--- config.mk ---
export PLATFORM = sky130hd
export DESIGN_NAME = board_state
export DESIGN_NICKNAME = d
export VERILOG_FILES = /design/src/rtl/connect4_pkg.sv /design/src/rtl/c4_cell_step.sv /design/src/rtl/board_state.sv
export SDC_FILE = /design/constraint.sdc
export NUM_CORES = 1
export LEC_CHECK = 0
export CAP_MARGIN = 40
export CORE_AREA = 2 2 122 124
export CTS_CLUSTER_DIAMETER = 60
export DETAILED_ROUTE_END_ITERATION = 6
export DIE_AREA = 0 0 124 126
export PLACE_DENSITY = 0.87
export SYNTH_ARGS = -nofsm -noshare
export SYNTH_HDL_FRONTEND = slang
export SYNTH_SLANG_ARGS = --single-unit
--- constraint.sdc ---
create_clock -name clk -period 5.3 [get_ports clk]
set_clock_uncertainty 0.2 [all_clocks]
set_input_delay 0.53 -clock clk [delete_from_list [all_inputs] [get_ports clk]]
set_output_delay 0.53 -clock clk [all_outputs]
set_load 0.01 [all_outputs]
--- src/rtl/connect4_pkg.sv ---
// Shared board geometry, cell indexing and enumerations for the Connect-4 board engine.
package connect4_pkg;

   localparam int COLS    = 7;
   localparam int ROWS    = 6;
   localparam int WIN_LEN = 4;
   localparam int CELLS   = COLS * ROWS;

   typedef enum logic {
      RED = 1'b0,
      YEL = 1'b1
   } player_t;

   typedef enum logic [1:0] {
      NONE    = 2'b00,
      RED_WIN = 2'b01,
      YEL_WIN = 2'b10,
      DRAW    = 2'b11
   } result_t;

   typedef enum logic [2:0] {
      S_IDLE,
      S_SCAN,
      S_PLACE,
      S_CHECK,
      S_DONE
   } state_t;

   // Row 0 is the top row, column 0 the left column.
   function automatic logic [5:0] cell_idx(input logic [2:0] col, input logic [2:0] row);
      return 6'(col) + 6'(COLS) * 6'(row);
   endfunction

endpackage

--- src/rtl/c4_cell_step.sv ---
// One-cell neighbour step along a win-check direction, with board-edge detection on col/row.
module c4_cell_step
   import connect4_pkg::*;
(
   input  logic [2:0] col,
   input  logic [2:0] row,
   input  logic [1:0] dir,
   input  logic       sign,
   output logic [2:0] nxt_col,
   output logic [2:0] nxt_row,
   output logic       in_bounds
);

   logic signed [4:0] dc;
   logic signed [4:0] dr;
   logic signed [4:0] c;
   logic signed [4:0] r;

   always_comb begin
      dc = 5'sd0;
      dr = 5'sd0;
      case (dir)
         2'd0:    dc = 5'sd1;
         2'd1:    dr = 5'sd1;
         2'd2:    begin dc = 5'sd1; dr = 5'sd1;  end
         default: begin dc = 5'sd1; dr = -5'sd1; end
      endcase
      if (sign) begin
         dc = -dc;
         dr = -dr;
      end
      // Widened signed arithmetic so stepping off col 0/6 never wraps into another row.
      c = $signed({2'b00, col}) + dc;
      r = $signed({2'b00, row}) + dr;
      in_bounds = !c[4] && (c < $signed(5'(COLS))) && !r[4] && (r < $signed(5'(ROWS)));
      nxt_col = c[2:0];
      nxt_row = r[2:0];
   end

endmodule

--- src/rtl/board_state.sv ---
// Connect-4 board register and move engine: gravity scan, piece placement and
// a cell-per-cycle win walk over four directions.
module board_state
   import connect4_pkg::*;
(
   input  logic             clk,
   input  logic             rst,
   input  logic             new_game,
   input  logic             move_valid,
   input  logic [2:0]       move_col,
   output logic             move_ready,
   output logic             move_err,
   output logic [CELLS-1:0] red_enc,
   output logic [CELLS-1:0] yel_enc,
   output logic             turn,
   output logic             game_over,
   output logic [1:0]       winner
);

   state_t           state, state_nx;
   logic [2:0]       col_q, row_q;
   logic [2:0]       cur_col, cur_row;
   logic [1:0]       dir_q;
   logic             side_q;
   logic [1:0]       steps_q;
   logic [2:0]       run_q;
   logic [5:0]       count_q;
   logic             win_q;

   logic [CELLS-1:0] occ, own;
   logic [2:0]       nxt_col, nxt_row;
   logic             nxt_in;
   logic             accept, col_ok, cell_empty, match, run_hit;

   assign move_ready = (state == S_IDLE) && !game_over;
   assign accept     = move_valid && move_ready;
   assign col_ok     = move_col < 3'(COLS);
   assign occ        = red_enc | yel_enc;
   assign own        = (turn == YEL) ? yel_enc : red_enc;
   assign cell_empty = !occ[cell_idx(col_q, row_q)];

   c4_cell_step u_step (
      .col       (cur_col),
      .row       (cur_row),
      .dir       (dir_q),
      .sign      (side_q),
      .nxt_col   (nxt_col),
      .nxt_row   (nxt_row),
      .in_bounds (nxt_in)
   );

   // A side keeps extending while the neighbour is in bounds, ours, and the step cap is not hit.
   assign match   = nxt_in && own[cell_idx(nxt_col, nxt_row)] && (steps_q < 2'(WIN_LEN - 1));
   assign run_hit = match && (({1'b0, run_q} + 4'd1) >= 4'(WIN_LEN));

   always_comb begin
      state_nx = state;
      case (state)
         S_IDLE:  if (accept && col_ok) state_nx = S_SCAN;
         S_SCAN:  begin
            if (cell_empty)       state_nx = S_PLACE;
            else if (row_q == '0) state_nx = S_IDLE;
         end
         S_PLACE: state_nx = S_CHECK;
         S_CHECK: if (run_hit || (!match && side_q && dir_q == 2'd3)) state_nx = S_DONE;
         S_DONE:  state_nx = S_IDLE;
         default: state_nx = S_IDLE;
      endcase
   end

   always_ff @(posedge clk or posedge rst) begin
      if (rst)           state <= S_IDLE;
      else if (new_game) state <= S_IDLE;
      else               state <= state_nx;
   end

   always_ff @(posedge clk or posedge rst) begin
      if (rst) begin
         red_enc <= '0; yel_enc <= '0; turn <= 1'b0; game_over <= 1'b0; winner <= NONE;
         move_err <= 1'b0; count_q <= '0; col_q <= '0; row_q <= '0; cur_col <= '0;
         cur_row <= '0; dir_q <= '0; side_q <= 1'b0; steps_q <= '0; run_q <= '0; win_q <= 1'b0;
      end else if (new_game) begin
         red_enc <= '0; yel_enc <= '0; turn <= 1'b0; game_over <= 1'b0; winner <= NONE;
         move_err <= 1'b0; count_q <= '0; col_q <= '0; row_q <= '0; cur_col <= '0;
         cur_row <= '0; dir_q <= '0; side_q <= 1'b0; steps_q <= '0; run_q <= '0; win_q <= 1'b0;
      end else begin
         move_err <= 1'b0;
         case (state)
            S_IDLE: begin
               if (accept) begin
                  if (!col_ok) begin
                     move_err <= 1'b1;
                  end else begin
                     col_q <= move_col;
                     row_q <= 3'(ROWS - 1);
                  end
               end
            end
            S_SCAN: begin
               if (!cell_empty) begin
                  if (row_q == '0) move_err <= 1'b1;
                  else             row_q    <= row_q - 3'd1;
               end
            end
            S_PLACE: begin
               if (turn == YEL) yel_enc[cell_idx(col_q, row_q)] <= 1'b1;
               else             red_enc[cell_idx(col_q, row_q)] <= 1'b1;
               count_q <= count_q + 6'd1;
               dir_q   <= '0;
               side_q  <= 1'b0;
               steps_q <= '0;
               run_q   <= 3'd1;
               cur_col <= col_q;
               cur_row <= row_q;
               win_q   <= 1'b0;
            end
            S_CHECK: begin
               if (match) begin
                  cur_col <= nxt_col;
                  cur_row <= nxt_row;
                  steps_q <= steps_q + 2'd1;
                  if (run_q != 3'b111) run_q <= run_q + 3'd1;
                  if (run_hit)         win_q <= 1'b1;
               end else begin
                  // Side finished: restart the walk from the placed piece.
                  cur_col <= col_q;
                  cur_row <= row_q;
                  steps_q <= '0;
                  if (!side_q) begin
                     side_q <= 1'b1;
                  end else begin
                     side_q <= 1'b0;
                     dir_q  <= dir_q + 2'd1;
                     run_q  <= 3'd1;
                  end
               end
            end
            S_DONE: begin
               if (win_q) begin
                  game_over <= 1'b1;
                  winner    <= (turn == YEL) ? YEL_WIN : RED_WIN;
               end else if (count_q == 6'(CELLS)) begin
                  game_over <= 1'b1;
                  winner    <= DRAW;
               end else begin
                  turn <= ~turn;
               end
            end
            default: ;
         endcase
      end
   end

endmodule
* After elaboration in Yosys (flattened, before gate mapping)
Cells that the tools add are included.
** Storage, ports and cells
- Word-level logic and storage cells :: 189
- Output and inout port bits :: 90
- Bits in registers :: 119
- Bits of input ports :: 7
** Cells by class
- Bitwise gates (word level) :: 4
- Muxes and demuxes :: 80
- Order comparisons :: 8
- $mul :: 2
- Add/sub/neg operators :: 12
- Equal/unequal tests :: 25
- Reductions and logical operators :: 41
** Operators by type and width (count)
- 42-bit 2-to-1 mux :: 7
- 42-bit OR :: 3
- 3-bit 2-to-1 mux :: 22
- 3-bit != test, second input constant :: 10
- 3-bit one-hot mux with 2 select lines :: 4
- 1-bit 2-to-1 mux :: 23
- 2-bit 2-to-1 mux :: 10
- 3-bit AND reduction :: 6
- 6-bit by 7-bit < comparator with 1-bit output, second input constant :: 2
- 3-bit by 6-bit adder with 6-bit output :: 2
- 1-bit binary-select mux with 6-bit select :: 2
- 1-bit logical AND :: 12
- 3-bit by 3-bit multiplier with 6-bit output, first input constant :: 2
- 6-bit 2-to-1 mux :: 2
- 4-bit != test, second input constant :: 3
- 3-bit one-hot mux with 4 select lines :: 1
- 2-bit nonzero test :: 6
- 4-bit by 5-bit adder with 5-bit output :: 2
- 5-bit by 4-bit < comparator with 1-bit output, second input constant :: 2
- 5-bit 2-to-1 mux :: 2
- 5-bit one-hot mux with 2 select lines :: 1
- 3-bit nonzero test :: 3
- 2-bit one-hot mux with 2 select lines :: 2
- 2-bit AND reduction :: 4
- other kinds (28) :: 39

* Logic depth before layout (Yosys ltp)
- Word-level depth :: 19
- Depth in mapped cells :: 23
- Mapped depth without buffers :: 20

* By module
From an unflattened synthesis, not the netlist that was laid out.
** Unflattened totals
- Cell total of the unflattened synthesis :: 744
- Area total of the unflattened synthesis :: 7140.6 µm²
** Modules (own cells, without submodules)
- board_state :: cells each 710, area each 6844.1 µm², seq. area each 2977.9 µm², instances 1
- c4_cell_step :: cells each 34, area each 296.5 µm², seq. area each 0.0 µm², instances 1

* Worst setup path before layout
No wires, ideal clock.
- Path type :: register to register
- Start point :: register dir_q[0]
- End point :: register cur_col[1]
- Data required time :: 4.978 ns
- Data arrival time :: 5.485 ns
- Stages on the path, launching flop included :: 22
- Buffers on the path :: 3
- Slack :: -0.507 ns
- Path through :: dfrtp_1 > inv_1 > ha_1 > mux2i_1 > inv_1 > ha_1 > xor2_1 > inv_1 > fa_1 > inv_1 > fa_1 > fa_1 > buf_2 > clkbuf_1 > a211oi_1 > a2111oi_0 > o21ai_0 > o32ai_2 > or2_4 > buf_4 > nand3_1 > a32o_1
** Between the ends
- Word-level cells in the longest chain between the ends :: 15
** Ends and longest elaborated chain
- start: declaration :: line board_state.sv:23 : logic [1:0] dir_q;
- start signal: assignment :: line board_state.sv:133 : dir_q <= dir_q + 2'd1;
- 2-bit by 1-bit == test with 1-bit output or 2-bit == test (tied branches) :: line c4_cell_step.sv:22 : case (dir)
- 2-bit OR reduction (no line)
- 5-bit one-hot mux with 2 select lines :: line c4_cell_step.sv:22
- 5-bit negation :: line c4_cell_step.sv:30 : dr = -dr;
- 5-bit 2-to-1 mux :: line c4_cell_step.sv:28 : if (sign) begin
- 4-bit by 5-bit adder with 5-bit output :: line c4_cell_step.sv:34 : r = $signed({2'b00, row}) + dr;
- 3-bit by 3-bit multiplier with 6-bit output :: line connect4_pkg.sv:31 : return 6'(col) + 6'(COLS) * 6'(row);
- 3-bit by 6-bit adder with 6-bit output :: line connect4_pkg.sv:31
- 1-bit binary-select mux with 6-bit select :: line board_state.sv:53 : assign match = nxt_in && own[cell_idx(nxt_col, nxt_row)] && (steps_q < 2'(WIN_LEN - 1));
- 1-bit 2-to-1 mux (not written as such) :: line board_state.sv:53
- 1-bit logical AND (2 in series) :: line board_state.sv:53
- 3-bit 2-to-1 mux (*) :: line board_state.sv:118 : if (match) begin
- 3-bit one-hot mux with 2 select lines (*) :: line board_state.sv:88 : case (state)
- 3-bit 2-to-1 mux (*) :: line board_state.sv:82 : end else if (new_game) begin
- end signal: assignment :: line board_state.sv:113 : cur_col <= col_q;
- end signal: assignment :: line board_state.sv:119 : cur_col <= nxt_col;
- end signal: assignment :: line board_state.sv:126 : cur_col <= col_q;
- end: declaration :: line board_state.sv:22 : logic [2:0] cur_col, cur_row;
Every way passes the cells marked *; elsewhere a longest branch is shown, timed or not. The select of a mux whose other input is x is not followed.
A chain may end at the register's enable or synchronous reset.

* Worst setup path in the final report
- Start point :: register dir_q[1]
- End point :: register run_q[0]
** Between the ends
- Word-level cells in the longest chain between the ends :: 15
** Ends and longest elaborated chain
- 2-bit by 1-bit == test with 1-bit output or 2-bit == test (tied branches) :: line c4_cell_step.sv:22
- 2-bit OR reduction (no line)
- 5-bit one-hot mux with 2 select lines :: line c4_cell_step.sv:22
- 5-bit negation :: line c4_cell_step.sv:30
- 5-bit 2-to-1 mux :: line c4_cell_step.sv:28
- 4-bit by 5-bit adder with 5-bit output :: line c4_cell_step.sv:34
- 3-bit by 3-bit multiplier with 6-bit output :: line connect4_pkg.sv:31
- 3-bit by 6-bit adder with 6-bit output :: line connect4_pkg.sv:31
- 1-bit binary-select mux with 6-bit select :: line board_state.sv:53
- 1-bit 2-to-1 mux (not written as such) :: line board_state.sv:53
- 1-bit logical AND (*) (2 in series) :: line board_state.sv:53
- 3-bit 2-to-1 mux :: line board_state.sv:118
- 3-bit one-hot mux with 2 select lines :: line board_state.sv:88
- 3-bit 2-to-1 mux :: line board_state.sv:82
- end signal: assignment :: line board_state.sv:122 : if (run_q != 3'b111) run_q <= run_q + 3'd1;
- end: declaration :: line board_state.sv:26 : logic [2:0] run_q;
Marks and branches as above.

==> summary.txt <==
Failing checks = setup timing
Starting Density = 0.5037
Synth Flop Type = dfrtp_1
Main area contributors after synthesis = dfrtp_1 41%, nor2_1 8.1%, a21oi_1 7.0%
Mapped Cells = 762
FF+latch count, synth = 119
Worst setup EP type = flop
Hold_ws = 0.1804 ns
RSZ-0062 raised after global routing = yes
Crit Path Category = reg -> reg
Worst VDD drop = 0.3706 mV
First-pass GRT wire length = 36.18 mm
Post-CTS Hold Buffers = 0
DRT Pass-1 Iters = 7
Design Power = 5802 uW
Routed vias = 6959
Clock tree buffer depth = 2
All-Layer GR Usage = 0.3016
YS warnings = 0
FFs w/ async S/R, synth = 1.000
Core area = 0.01431 mm2
Clk slew on worst S/H paths = 0.06 ns
Number of flops mapped to enable cells by yosys = 0
Clock root cell = clkbuf_16
Vias in the first global route = 6885
Fmax = 179.4 MHz
Mean Syn Cell Area = 9.461 um2
Final #Nets = 937
Sink Count = 119
Chip height = 126 um
Leading area contributor after synthesis = dfrtp_1
Area fraction of the dominant cell type after synthesis = 0.4131
Detailed Route Iter0 Violations = 809
Area delta synth->final = 29.82%
Via-to-Cell Ratio = 6.455
Min Clock Period, post-route = 5.575 ns
I/O Buffers = 96
Final HPWL DP = 14.95 mm
Slew Viols, Final = 0
Critical path arrival = 5.69 ns
Leak Pwr = 0.004226 uW
Final setup violation count = 18
Layout cell share with drive strength beyond 1 = 0.1398
Die width = 124 um
Rows = 44
Worst-Skew Late Latency = 0.44 ns
Path category of the worst min-delay check = in -> async
CP Data Required Time = 5.41 ns
WL final = 23.31 mm
CTS H-tree depth = 4
Net Count, Synth = 818
Max Cap Violations = 0
Period Utilization, post-route = 1.052
Largest net degree at the start of global routing = 68
Initial antenna violation count = 0
Wire length per cell = 21.63 um
Drt drc = 0
Commonest non-fill, non-tap cell in the layout = nor2_1
CTS tree = built
Pwr Density = 619.9 mW/mm2
Commonest non-fill, non-tap cells in the layout = 155 x nor2_1, 119 x dfrtp_1, 101 x a21oi_1
Sequential fraction of the synthesis area = 0.4131
Outcome = complete, but fails checks
CP Launch Type = flop
GRT overflow = 0
Tightest Pin Transition = 0.8729 ns
Ports = 97
Gpl congestion = 0.9633
Post-route ant nets = 0
Max FO, Critical Path = 8
TritonCTS buffer count = 17
Post-Syn Area = 0.007209 mm2
Die area = 0.01562 mm2
N_diodes = 0
Final WS setup = -0.2752 ns
Hold Vio Cnt, Final = 0
Slew margin rel. = 0.4155
Netlist cell types = 67
-- cell type report --
| cell class | count | area (um2) |
|---|---|---|
| Fill cell | 1023 | 4955 |
| Multi-Input combinational cell | 557 | 4021 |
| Sequential cell | 119 | 2978 |
| Timing Repair Buffer | 142 | 1343 |
| Clock buffer | 17 | 425.4 |
| Tap cell | 184 | 230.2 |
| Clock inverter | 15 | 193.9 |
| Inverter | 44 | 167.7 |
-- critical path, stage by stage, from the launching register on --
cell,delay (ns)
dfrtp_1,0.41
inv_2,0.09
ha_4,0.21
mux2i_4,0.20
inv_2,0.09
ha_4,0.31
xor2_4,0.16
inv_2,0.06
fa_1,0.48
inv_1,0.05
fa_1,0.55
fa_2,0.47
buf_6,0.16
a2111oi_0,0.55
a2111oi_2,0.07
o21ai_1,0.21
o32ai_2,0.13
buf_4,0.16
buf_4,0.13
or2_4,0.29
a21bo_1,0.18
a221o_1,0.29
-- cell usage after synthesis, types with 3 or more instances --
| library cell | instances |
|---|---|
| mux2i_1 | 15 |
| clkbuf_1 | 31 |
| o21ai_0 | 15 |
| fa_1 | 10 |
| a21oi_1 | 101 |
| a22oi_1 | 17 |
| nor2b_1 | 7 |
| ha_1 | 39 |
| a211o_1 | 4 |
| dfrtp_1 | 119 |
| nor3b_1 | 9 |
| o211ai_1 | 4 |
| mux2_2 | 3 |
| o32ai_1 | 4 |
| and3b_1 | 3 |
| buf_2 | 6 |
| a32o_1 | 4 |
| mux4_1 | 4 |
| o22ai_1 | 6 |
| xor2_1 | 9 |
| and3_1 | 7 |
| inv_1 | 44 |
| a21o_1 | 9 |
| nor2_1 | 155 |
| nand2_1 | 23 |
| xnor2_1 | 7 |
| nor3_1 | 12 |
| mux4_2 | 11 |
| a2111oi_0 | 4 |
| nor4_1 | 3 |
| a211oi_1 | 4 |
| nand3_1 | 13 |
| o41ai_1 | 3 |
| nand2b_1 | 10 |
| nand4_1 | 7 |
-- timing repair --
action                     4_1_cts  5_1_grt
buffers inserted                10        5
pin swaps                       15       18
setup endpoints to repair       16       18
gates resized for setup          8       17
gates cloned                     2        0
-- kinds of logic after synthesis --
logic type | count (synthesis) | synth area share
and+or+nand+nor | 259 | 0.1628
DFF | 119 | 0.4131
AOI/OAI and AO/OA | 197 | 0.1789
adders and majority gates | 49 | 0.09545
muxes | 35 | 0.07758
buffers and inverters | 87 | 0.05276
xor gates and xnor gates | 16 | 0.01944
-- registers in the layout, indices dropped and copies added, names as in the netlist, 2 cells and up --
| name | flops |
|---|---|
| steps_q | 2 |
| dir_q | 2 |
| red_enc | 42 |
| state | 3 |
| count_q | 6 |
| run_q | 3 |
| col_q | 3 |
| cur_col | 3 |
| row_q | 3 |
| yel_enc | 42 |
| cur_row | 3 |
| winner | 2 |
-- per-stage QoR --
stage	setup WS [ns]	cell area [um2]	TNS, ns	cells	util
floorplan	0.01135	7272	0	762	-
global placement	-0.05091	8484	-0.2191	1029	0.5927
detailed placement	-0.1902	8512	-1.730	1030	0.5947
CTS	-0.1118	9250	-0.5343	1074	0.6462
global route	-0.5489	9359	-7.902	1078	0.6538
finish	-0.2752	9359	-3.226	1078	0.6538
-- power by group --
part,switching [uW],internal [uW]
sequential,171,1010
clock,470,749
combinational,1940,1450
-- worst paths after layout --
path / startpoint / endpoint / slack, ns / depth (start not counted)
setup / recovery: dir_q[1] / run_q[0] / -0.28 / 21
hold / removal: rst / yel_enc[14] / 0.18 / 2
setup reg to reg: dir_q[1] / run_q[0] / -0.28 / 21
hold reg to reg: steps_q[0] / steps_q[0] / 0.30 / 1
max in group asynchronous: rst / count_q[4] / 3.57 / 4
min in group clk: steps_q[0] / steps_q[0] / 0.30 / 1
-- per-layer routing --
layer | up-vias | GRT usage | part of all wire
met5 | - | 0 | 0
met4 | 0 | 0.1322 | 0.051
met3 | 141 | 0.08696 | 0.12
met2 | 529 | 0.4615 | 0.47
met1 | 3342 | 0.3996 | 0.36
li1 | 2947 | - | -
Power figures use the tool's default switching activity.
